### config.mk
export PLATFORM = sky130hd
export DESIGN_NAME = dp_ctrl_fsm
export DESIGN_NICKNAME = d
export VERILOG_FILES = /design/src/rtl/dp_ctrl_pkg.sv /design/src/rtl/dp_ctrl_fsm_decode.sv /design/src/rtl/dp_ctrl_fsm.sv
export SDC_FILE = /design/constraint.sdc
export NUM_CORES = 1
export LEC_CHECK = 0
export ABC_AREA = 1
export BUFFER_PORTS_ARGS = -buffer_cell sky130_fd_sc_hd__buf_2
export CAP_MARGIN = 20
export CORE_AREA = 8 8 70 72
export CTS_BUF_LIST = sky130_fd_sc_hd__clkbuf_4 sky130_fd_sc_hd__clkbuf_8
export DETAILED_ROUTE_END_ITERATION = 16
export DIE_AREA = 0 0 78 80
export PLACE_DENSITY = 0.82
export SETUP_SLACK_MARGIN = 0.4
export SLEW_MARGIN = 20
export SYNTH_ARGS = -nofsm -noshare
export SYNTH_HDL_FRONTEND = slang
export SYNTH_SLANG_ARGS = --single-unit
### constraint.sdc
create_clock -name clk -period 3 [get_ports clk]
set_clock_uncertainty 0.15 [all_clocks]
set_input_delay 0.15 -clock clk [delete_from_list [all_inputs] [get_ports clk]]
set_output_delay 0.15 -clock clk [all_outputs]
set_load 0.005 [all_outputs]
### src/rtl/dp_ctrl_pkg.sv
// Shared definitions for the datapath control sequencer: opcode and ALU
// function encodings, sequencer states and opcode classification helpers.
package dp_ctrl_pkg;

    localparam logic [4:0] OP_ADD  = 5'b00000;
    localparam logic [4:0] OP_SUB  = 5'b00001;
    localparam logic [4:0] OP_AND  = 5'b00010;
    localparam logic [4:0] OP_OR   = 5'b00011;
    localparam logic [4:0] OP_XOR  = 5'b00100;
    localparam logic [4:0] OP_SLT  = 5'b00101;
    localparam logic [4:0] OP_ADDI = 5'b01000;
    localparam logic [4:0] OP_LW   = 5'b01001;
    localparam logic [4:0] OP_SW   = 5'b01010;
    localparam logic [4:0] OP_BEQ  = 5'b01011;
    localparam logic [4:0] OP_HALT = 5'b11111;

    localparam logic [2:0] ALU_ADD = 3'b000;
    localparam logic [2:0] ALU_SUB = 3'b001;
    localparam logic [2:0] ALU_AND = 3'b010;
    localparam logic [2:0] ALU_OR  = 3'b011;
    localparam logic [2:0] ALU_XOR = 3'b100;
    localparam logic [2:0] ALU_SLT = 3'b101;

    typedef enum logic [2:0] {
        S_IDLE,
        S_FETCH,
        S_DECODE,
        S_EXEC,
        S_MEM,
        S_WB,
        S_HALTED,
        S_ERR
    } state_t;

    function automatic logic is_rtype(input logic [4:0] op);
        return (op[4:3] == 2'b00) && (op[2:0] <= 3'd5);
    endfunction

    // 010xx covers ADDI, LW, SW and BEQ
    function automatic logic is_legal(input logic [4:0] op);
        return is_rtype(op) || (op[4:2] == 3'b010) || (op == OP_HALT);
    endfunction

    function automatic logic uses_imm(input logic [4:0] op);
        return (op == OP_ADDI) || (op == OP_LW) || (op == OP_SW);
    endfunction

    function automatic logic [2:0] alu_fn_of(input logic [4:0] op);
        case (op)
            OP_SUB, OP_BEQ: return ALU_SUB;
            OP_AND:         return ALU_AND;
            OP_OR:          return ALU_OR;
            OP_XOR:         return ALU_XOR;
            OP_SLT:         return ALU_SLT;
            default:        return ALU_ADD;
        endcase
    endfunction

endpackage

### src/rtl/dp_ctrl_fsm_decode.sv
// Strobe decoder: turns the sequencer state and latched opcode into the
// datapath control strobes. Only NIA in MEM looks at mem_ready.
module dp_ctrl_fsm_decode
    import dp_ctrl_pkg::*;
(
    input  logic [2:0] state,
    input  logic [4:0] op_q,
    input  logic       mem_ready,
    output logic       nia,
    output logic       reg_dst,
    output logic       reg_write,
    output logic       alu_src,
    output logic [2:0] alu_fn,
    output logic       mem_write,
    output logic       mem_read,
    output logic       mem_to_reg
);

    state_t st;
    assign st = state_t'(state);

    always_comb begin
        nia        = 1'b0;
        reg_dst    = 1'b0;
        reg_write  = 1'b0;
        alu_src    = 1'b0;
        alu_fn     = ALU_ADD;
        mem_write  = 1'b0;
        mem_read   = 1'b0;
        mem_to_reg = 1'b0;

        case (st)
            S_EXEC: begin
                alu_fn  = alu_fn_of(op_q);
                alu_src = uses_imm(op_q);
                nia     = (op_q == OP_BEQ);
            end
            S_MEM: begin
                alu_fn    = alu_fn_of(op_q);
                alu_src   = uses_imm(op_q);
                mem_read  = (op_q == OP_LW);
                mem_write = (op_q == OP_SW);
                // store completes in the same cycle memory accepts it
                nia       = (op_q == OP_SW) && mem_ready;
            end
            S_WB: begin
                alu_fn     = alu_fn_of(op_q);
                alu_src    = uses_imm(op_q);
                reg_write  = 1'b1;
                nia        = 1'b1;
                reg_dst    = is_rtype(op_q);
                mem_to_reg = (op_q == OP_LW);
                mem_read   = (op_q == OP_LW);
            end
            default: ;
        endcase
    end

endmodule

### src/rtl/dp_ctrl_fsm.sv
// Multi-cycle control sequencer for the 8-bit datapath: fetch/decode/execute
// with memory ready handshake, timeout trap, single-step and retire counting.
module dp_ctrl_fsm
    import dp_ctrl_pkg::*;
#(
    parameter int MEM_TIMEOUT = 15,
    parameter int CNT_W       = 16
) (
    input  logic             clk,
    input  logic             rst,
    input  logic             run,
    input  logic             step,
    input  logic             mem_ready,
    input  logic [4:0]       OpFn,
    output logic             NIA,
    output logic             RegDst,
    output logic             RegWrite,
    output logic             ALUSrc,
    output logic [2:0]       ALUFn,
    output logic             MemWrite,
    output logic             MemRead,
    output logic             MemToReg,
    output logic             busy,
    output logic             halted,
    output logic             error,
    output logic [CNT_W-1:0] retired
);

    localparam logic [7:0] WAIT_LAST = 8'(MEM_TIMEOUT - 1);

    state_t           state_reg, state_next;
    logic [4:0]       op_q_reg, op_q_next;
    logic [7:0]       wait_reg, wait_next;
    logic [CNT_W-1:0] retired_reg;
    logic             retire;

    always_ff @(posedge clk or posedge rst) begin
        if (rst) begin
            state_reg   <= S_IDLE;
            op_q_reg    <= '0;
            wait_reg    <= '0;
            retired_reg <= '0;
        end else begin
            state_reg <= state_next;
            op_q_reg  <= op_q_next;
            wait_reg  <= wait_next;
            if (retire) begin
                retired_reg <= retired_reg + CNT_W'(1);
            end
        end
    end

    always_comb begin
        state_next = state_reg;
        op_q_next  = op_q_reg;
        wait_next  = wait_reg;
        retire     = 1'b0;

        case (state_reg)
            S_IDLE:   if (run) state_next = S_FETCH;
            S_FETCH:  state_next = S_DECODE;
            S_DECODE: begin
                op_q_next = OpFn;
                if (!is_legal(OpFn)) begin
                    state_next = S_ERR;
                end else if (OpFn == OP_HALT) begin
                    state_next = S_HALTED;
                    retire     = 1'b1;
                end else begin
                    state_next = S_EXEC;
                end
            end
            S_EXEC: begin
                if ((op_q_reg == OP_LW) || (op_q_reg == OP_SW)) begin
                    state_next = S_MEM;
                    wait_next  = '0;
                end else if (op_q_reg == OP_BEQ) begin
                    retire     = 1'b1;
                    state_next = step ? S_IDLE : S_FETCH;
                end else begin
                    state_next = S_WB;
                end
            end
            S_MEM: begin
                // a ready in the last allowed cycle still wins over the timeout
                if (mem_ready) begin
                    if (op_q_reg == OP_LW) begin
                        state_next = S_WB;
                    end else begin
                        retire     = 1'b1;
                        state_next = step ? S_IDLE : S_FETCH;
                    end
                end else begin
                    wait_next = wait_reg + 8'd1;
                    if (wait_reg == WAIT_LAST) begin
                        state_next = S_ERR;
                    end
                end
            end
            S_WB: begin
                retire     = 1'b1;
                state_next = step ? S_IDLE : S_FETCH;
            end
            default: ;
        endcase
    end

    dp_ctrl_fsm_decode u_decode (
        .state      (state_reg),
        .op_q       (op_q_reg),
        .mem_ready  (mem_ready),
        .nia        (NIA),
        .reg_dst    (RegDst),
        .reg_write  (RegWrite),
        .alu_src    (ALUSrc),
        .alu_fn     (ALUFn),
        .mem_write  (MemWrite),
        .mem_read   (MemRead),
        .mem_to_reg (MemToReg)
    );

    assign busy    = !((state_reg == S_IDLE) || (state_reg == S_HALTED) || (state_reg == S_ERR));
    assign halted  = (state_reg == S_HALTED);
    assign error   = (state_reg == S_ERR);
    assign retired = retired_reg;

endmodule

Word level (Yosys, flattened, before mapping)
Cells that the tools add are included.
{"block": "word_totals", "elab_cells": 81, "register_bits": 32}
{"block": "op_classes", "addsub": 2, "n_reduce_logical": 21, "eq_ne": 23, "mux": 29, "order_cmp": 2}
{"operator": "$mux W3", "n": 9}
{"operator": "$eq A5 B4 Y1 const B", "n": 4}
{"operator": "$pmux W3 S6", "n": 1}
{"operator": "$add A16 B1 Y16 const B", "n": 1}
{"operator": "$mux W8", "n": 2}
{"operator": "$pmux W8 S2", "n": 1}
{"operator": "$pmux W3 S5", "n": 1}
{"operator": "$mux W1", "n": 13}
{"operator": "$eq A3 B3 Y1 const B", "n": 4}
{"operator": "$eq A5 B2 Y1 const B", "n": 2}
{"operator": "$eq A5 B3 Y1 const B", "n": 2}
{"operator": "$eq A3 B2 Y1 const B", "n": 3}
{"operator": "$add A8 B1 Y8 const B", "n": 1}
{"operator": "$eq A8 B4 Y1 const B", "n": 1}
{"operator": "$logic_or A1 B1 Y1", "n": 7}
{"operator": "$le A3 B3 Y1 const B", "n": 2}
{"operator": "$ne A2 B2 Y1 const B", "n": 3}
{"operator": "$reduce_and A3 Y1", "n": 2}
{"operator": "$reduce_bool A6 Y1", "n": 1}
{"operator": "$eq A5 B1 Y1 const B", "n": 1}
{"operator": "$eq A5 B5 Y1 const B", "n": 1}
{"operator": "$logic_not A2 Y1", "n": 2}
{"operator": "$pmux W1 S4", "n": 1}
{"operator": "$reduce_or A2 Y1", "n": 2}
{"operator": "8 further kinds", "n": 10}

Longest topological paths before layout
{"block": "depth", "depth_word": 6, "mapped_depth": 10, "mapped_depth_nobuf": 10}

By module
A second synthesis with hierarchy kept.
{"block": "hier_totals", "hier_cells": 358, "hier_area_um2": 2301.0}
{"module": "dp_ctrl_fsm", "instances": 1, "cells_each": 310, "seq_area_each_um2": 800.8, "area_per_inst_um2": 2097.0}
{"module": "dp_ctrl_fsm_decode", "instances": 1, "cells_each": 48, "seq_area_each_um2": 0.0, "area_per_inst_um2": 203.9}

Worst setup path after synthesis
No wires, ideal clock.
{"block": "synth_timing", "path_type": "register to register", "from": "register state_reg[2]", "to": "register retired_reg[4] (netlist: retired[4])", "arrival_time_ns": 1.307, "path_stages_with_launch": 6, "setup_time_ns": 0.117, "setup_slack_ns": 1.426, "cell_sequence": "dfrtp_1 > ha_1 > clkinv_1 > buf_2 > nand3_1 > nand2_1"}
{"block": "synth_via", "elab_chain_len": 2, "elab_cells_between_ends": 5, "classes_between": "eq/ne (4); mux (1)"}
{"element": "start, declared", "line_no": "dp_ctrl_fsm.sv:31", "source": "state_t state_reg, state_next;"}
{"element": "start signal, assigned", "line_no": "dp_ctrl_fsm.sv:44", "source": "state_reg <= state_next;"}
{"element": "$eq A3 B3 Y1 (tied with other cells)"}
{"element": "$pmux W1 S4 *", "line_no": "dp_ctrl_fsm.sv:59", "source": "case (state_reg)"}
{"element": "end signal, assigned", "line_no": "dp_ctrl_fsm.sv:48", "source": "retired_reg <= retired_reg + CNT_W'(1);"}
{"element": "end, declared", "line_no": "dp_ctrl_fsm.sv:34", "source": "logic [CNT_W-1:0] retired_reg;"}
Every way passes the cells marked *; elsewhere a longest branch is shown, timed or not.
A chain may end at the register's enable or synchronous reset.

Worst setup path in the final report
{"block": "layout_timing", "from": "register state_reg[2]", "to": "output port NIA"}
{"block": "layout_via", "elab_chain_len": 2, "elab_cells_between_ends": 4, "classes_between": "eq/ne (3); mux (1)"}
{"element": "$eq A3 B3 Y1 or $eq A3 B2 Y1 (tied branches)"}
{"element": "$pmux W1 S3 *", "line_no": "dp_ctrl_fsm_decode.sv:32", "source": "case (st)"}
{"element": "end, declared", "line_no": "dp_ctrl_fsm.sv:15", "source": "output logic NIA,"}
Marks and branches as above.

==> impl_metrics.yaml <==
critical_path:
  required_ns: 2.70
  criticalPathCategory: "register to primary output"
  r2r_setup_slack_ns: 0.99
  critPathSlowestCell: "dfrtp_1"
  worstPathArrival_ns: 1.73
  cp-end-kind: "primary output"
  cpPeakStageDelay_ns: 0.54
  cpLargestDelayFamily: "flip-flops"
  crit_buf_inv: 1
  cp-start-kind: "register"
  cp_max_fo: 9
  path_cells: "nand3_1 > nand2_1 > nand2_2 > a22oi_1 > buf_2"
routing:
  viasPerCell: 5.27
  drc: 0
  vias: 2208
  ant_nets: 0
  drt-total-wl_mm: 5.25
  wl_per_cell_um: 12.5
  drt_iter0_markers: 125
  drtPass1Iterations: 4
cells_and_area:
  syn_to_final_growth_pct: 17.2
  layout_commonest_cell: "nand2_1"
  final_cell_mix: "113 x nand2_1, 42 x nor2_1, 38 x buf_2"
  antenna_cells: 0
  final_layout_size_suffix_gt1_frac: 0.168
  fin_nets: 383
  largest_reg_flops: 16
pwr:
  power_density_nw_per_um2: 609
  max-vdd-ir-drop_v: 0.000536
  p_leak_nw: 1.38
logic_synthesis:
  synth_edf_count: 0
  async_flop_share: 1.00
  yosys_warnings: 0
  synth_cell_types: 30
  ys_ff_latch: 32
  synth_cells: 323
  syn-mean-instance-area_um2: 6.71
  ys.flop_type: "dfrtp_1"
  synth_nets: 338
  ys_seq_area_frac: 0.369
  netlist_area_um2: 2170
sta:
  whs_ns: 0.00890
  slew-limit-headroom: 0.658
  finalHoldViolCount: 0
  finalCritPeriodShare: 0.676
  post-route-min-period_ns: 2.03
  rsz0062_at_grt: "false"
  worstMarginPinSlew_ns: 0.509
  fin_ws_ns: 0.973
  clock.fmax_mhz: 493
  slew_violations: 0
  setup_viol: 0
  tns_ns: 0
global_route:
  first_global_vias: 2034
  grt_overflow_total: 0
  antenna_found_initial: 0
  grtUsageTotal: 0.176
  grt_pass1_wl_mm: 9.01
  grt_max_degree: 33
clocking:
  cts.sinks: 32
  clk_pin_slew_ns: 0.07
  h-tree-depth: 2
  cts_buffers: 5
  clkLatencyLatePin_ns: 0.29
  cts_resized: 0
  cts_tree: "done"
  clockBufferDepth: 2
  clockRootBuffer: "clkbuf_8"
floorplan:
  rows: 23
  initial_core_util: 0.562
  dieHeight_um: 80
  coreArea_um2: 3860
  die_w_um: 78
  die_area_um2: 6240
  ios: 39
status:
  status: "complete, no violations"
place:
  hpwl_mm: 3.83
  portBuffers: 38
  place_congestion: 0.879
  dpl_worst_slack_ns: 1.00
hold_path:
  hp-class: "input pin to register"
flow_run:
  maxCapViolCount: 0
-- path summary, 6_finish.rpt --
path                               from           to  depth (start not counted)
min reg2reg                 retired[15]  retired[15]                          2
min                             OpFn[4]  op_q_reg[4]                          3
min in group asynchronous           rst   retired[9]                          4
max                        state_reg[2]          NIA                          5
max reg2reg                state_reg[1]  retired[12]                          6
max in group asynchronous           rst  op_q_reg[4]                          4
-- final cells by class --
cell class              count  area [um2]
clock buffers               5        68.8
clock inverters             3        42.5
fillers                   349        1320
inverters                  38         143
multi-input cells         249        1200
flip-flops and latches     32         801
well taps                  50        62.6
repair buffers             42         228
-- per-stage QoR --
stage	std cells	total power [W]	instance area (um2)	util
6_report	419	0.00155	2540	0.659
5_1_grt	419	0.00166	2540	0.659
4_1_cts	419	0.00155	2540	0.659
3_5_place_dp	408	0.00112	2400	0.622
3_3_place_gp	408	0.00110	2400	0.622
2_1_floorplan	323	0.000977	2170	-
-- cell usage after synthesis (2+ instances only) --
master   number  area [um2]
dfrtp_1      32         801
ha_1          5        62.6
nand3_1      35         175
nor2_2        2        12.5
inv_1        31         116
xor2_1        6        52.6
xnor2_1       6        52.6
nor2_1       42         158
nand2_1     113         424
a21oi_1       3        15.0
inv_2         6        22.5
buf_2         2        10.0
nand4_1       9        56.3
nand3_2       2        20.0
o21ai_1       2        10.0
o21ai_0       9        45.0
nor3_1        5        25.0
-- layer usage --
layer,track usage,vias to the layer above,share of wire
met5,0,-,0
met4,0.0741,0,0.013
li1,-,1111,-
met3,0.0552,10,0.054
met2,0.292,62,0.49
met1,0.205,1025,0.44
-- worst reg2reg max path, delay by kind of cell, from the launching register on --
kind          cells  cell delay, ns
flops             1            0.44
fa+ha+maj         1            0.31
simple gates      3            0.52
buf+inv           2            0.52
-- power by group --
| group | leakage (nW) | internal [W] | switching [W] |
|---|---|---|---|
| registers | 0.431 | 0.000502 | 0.0000912 |
| clock network | 0.0541 | 0.000246 | 0.000175 |
| logic | 0.898 | 0.000169 | 0.000365 |
| total | 1.38 | 0.000916 | 0.000631 |
-- logic make-up (layout without fill, tap and decap cells) --
group / Yosys count / count (layout) / synth area share
flops: 32 / 32 / 0.369
compound gates: 18 / 18 / 0.0473
xor+xnor: 12 / 12 / 0.0485
simple gates: 214 / 214 / 0.427
buf+inv: 42 / 88 / 0.0791
fa+ha+maj: 5 / 5 / 0.0289
-- what timing repair did --
action / 4_1_cts / 5_1_grt
setup buffers: 0 / 0
hold buffers: 3 / 0
hold endpoints to repair: 34 / 0
setup endpoints to repair: 0 / 0
Power figures use the tool's default switching activity.
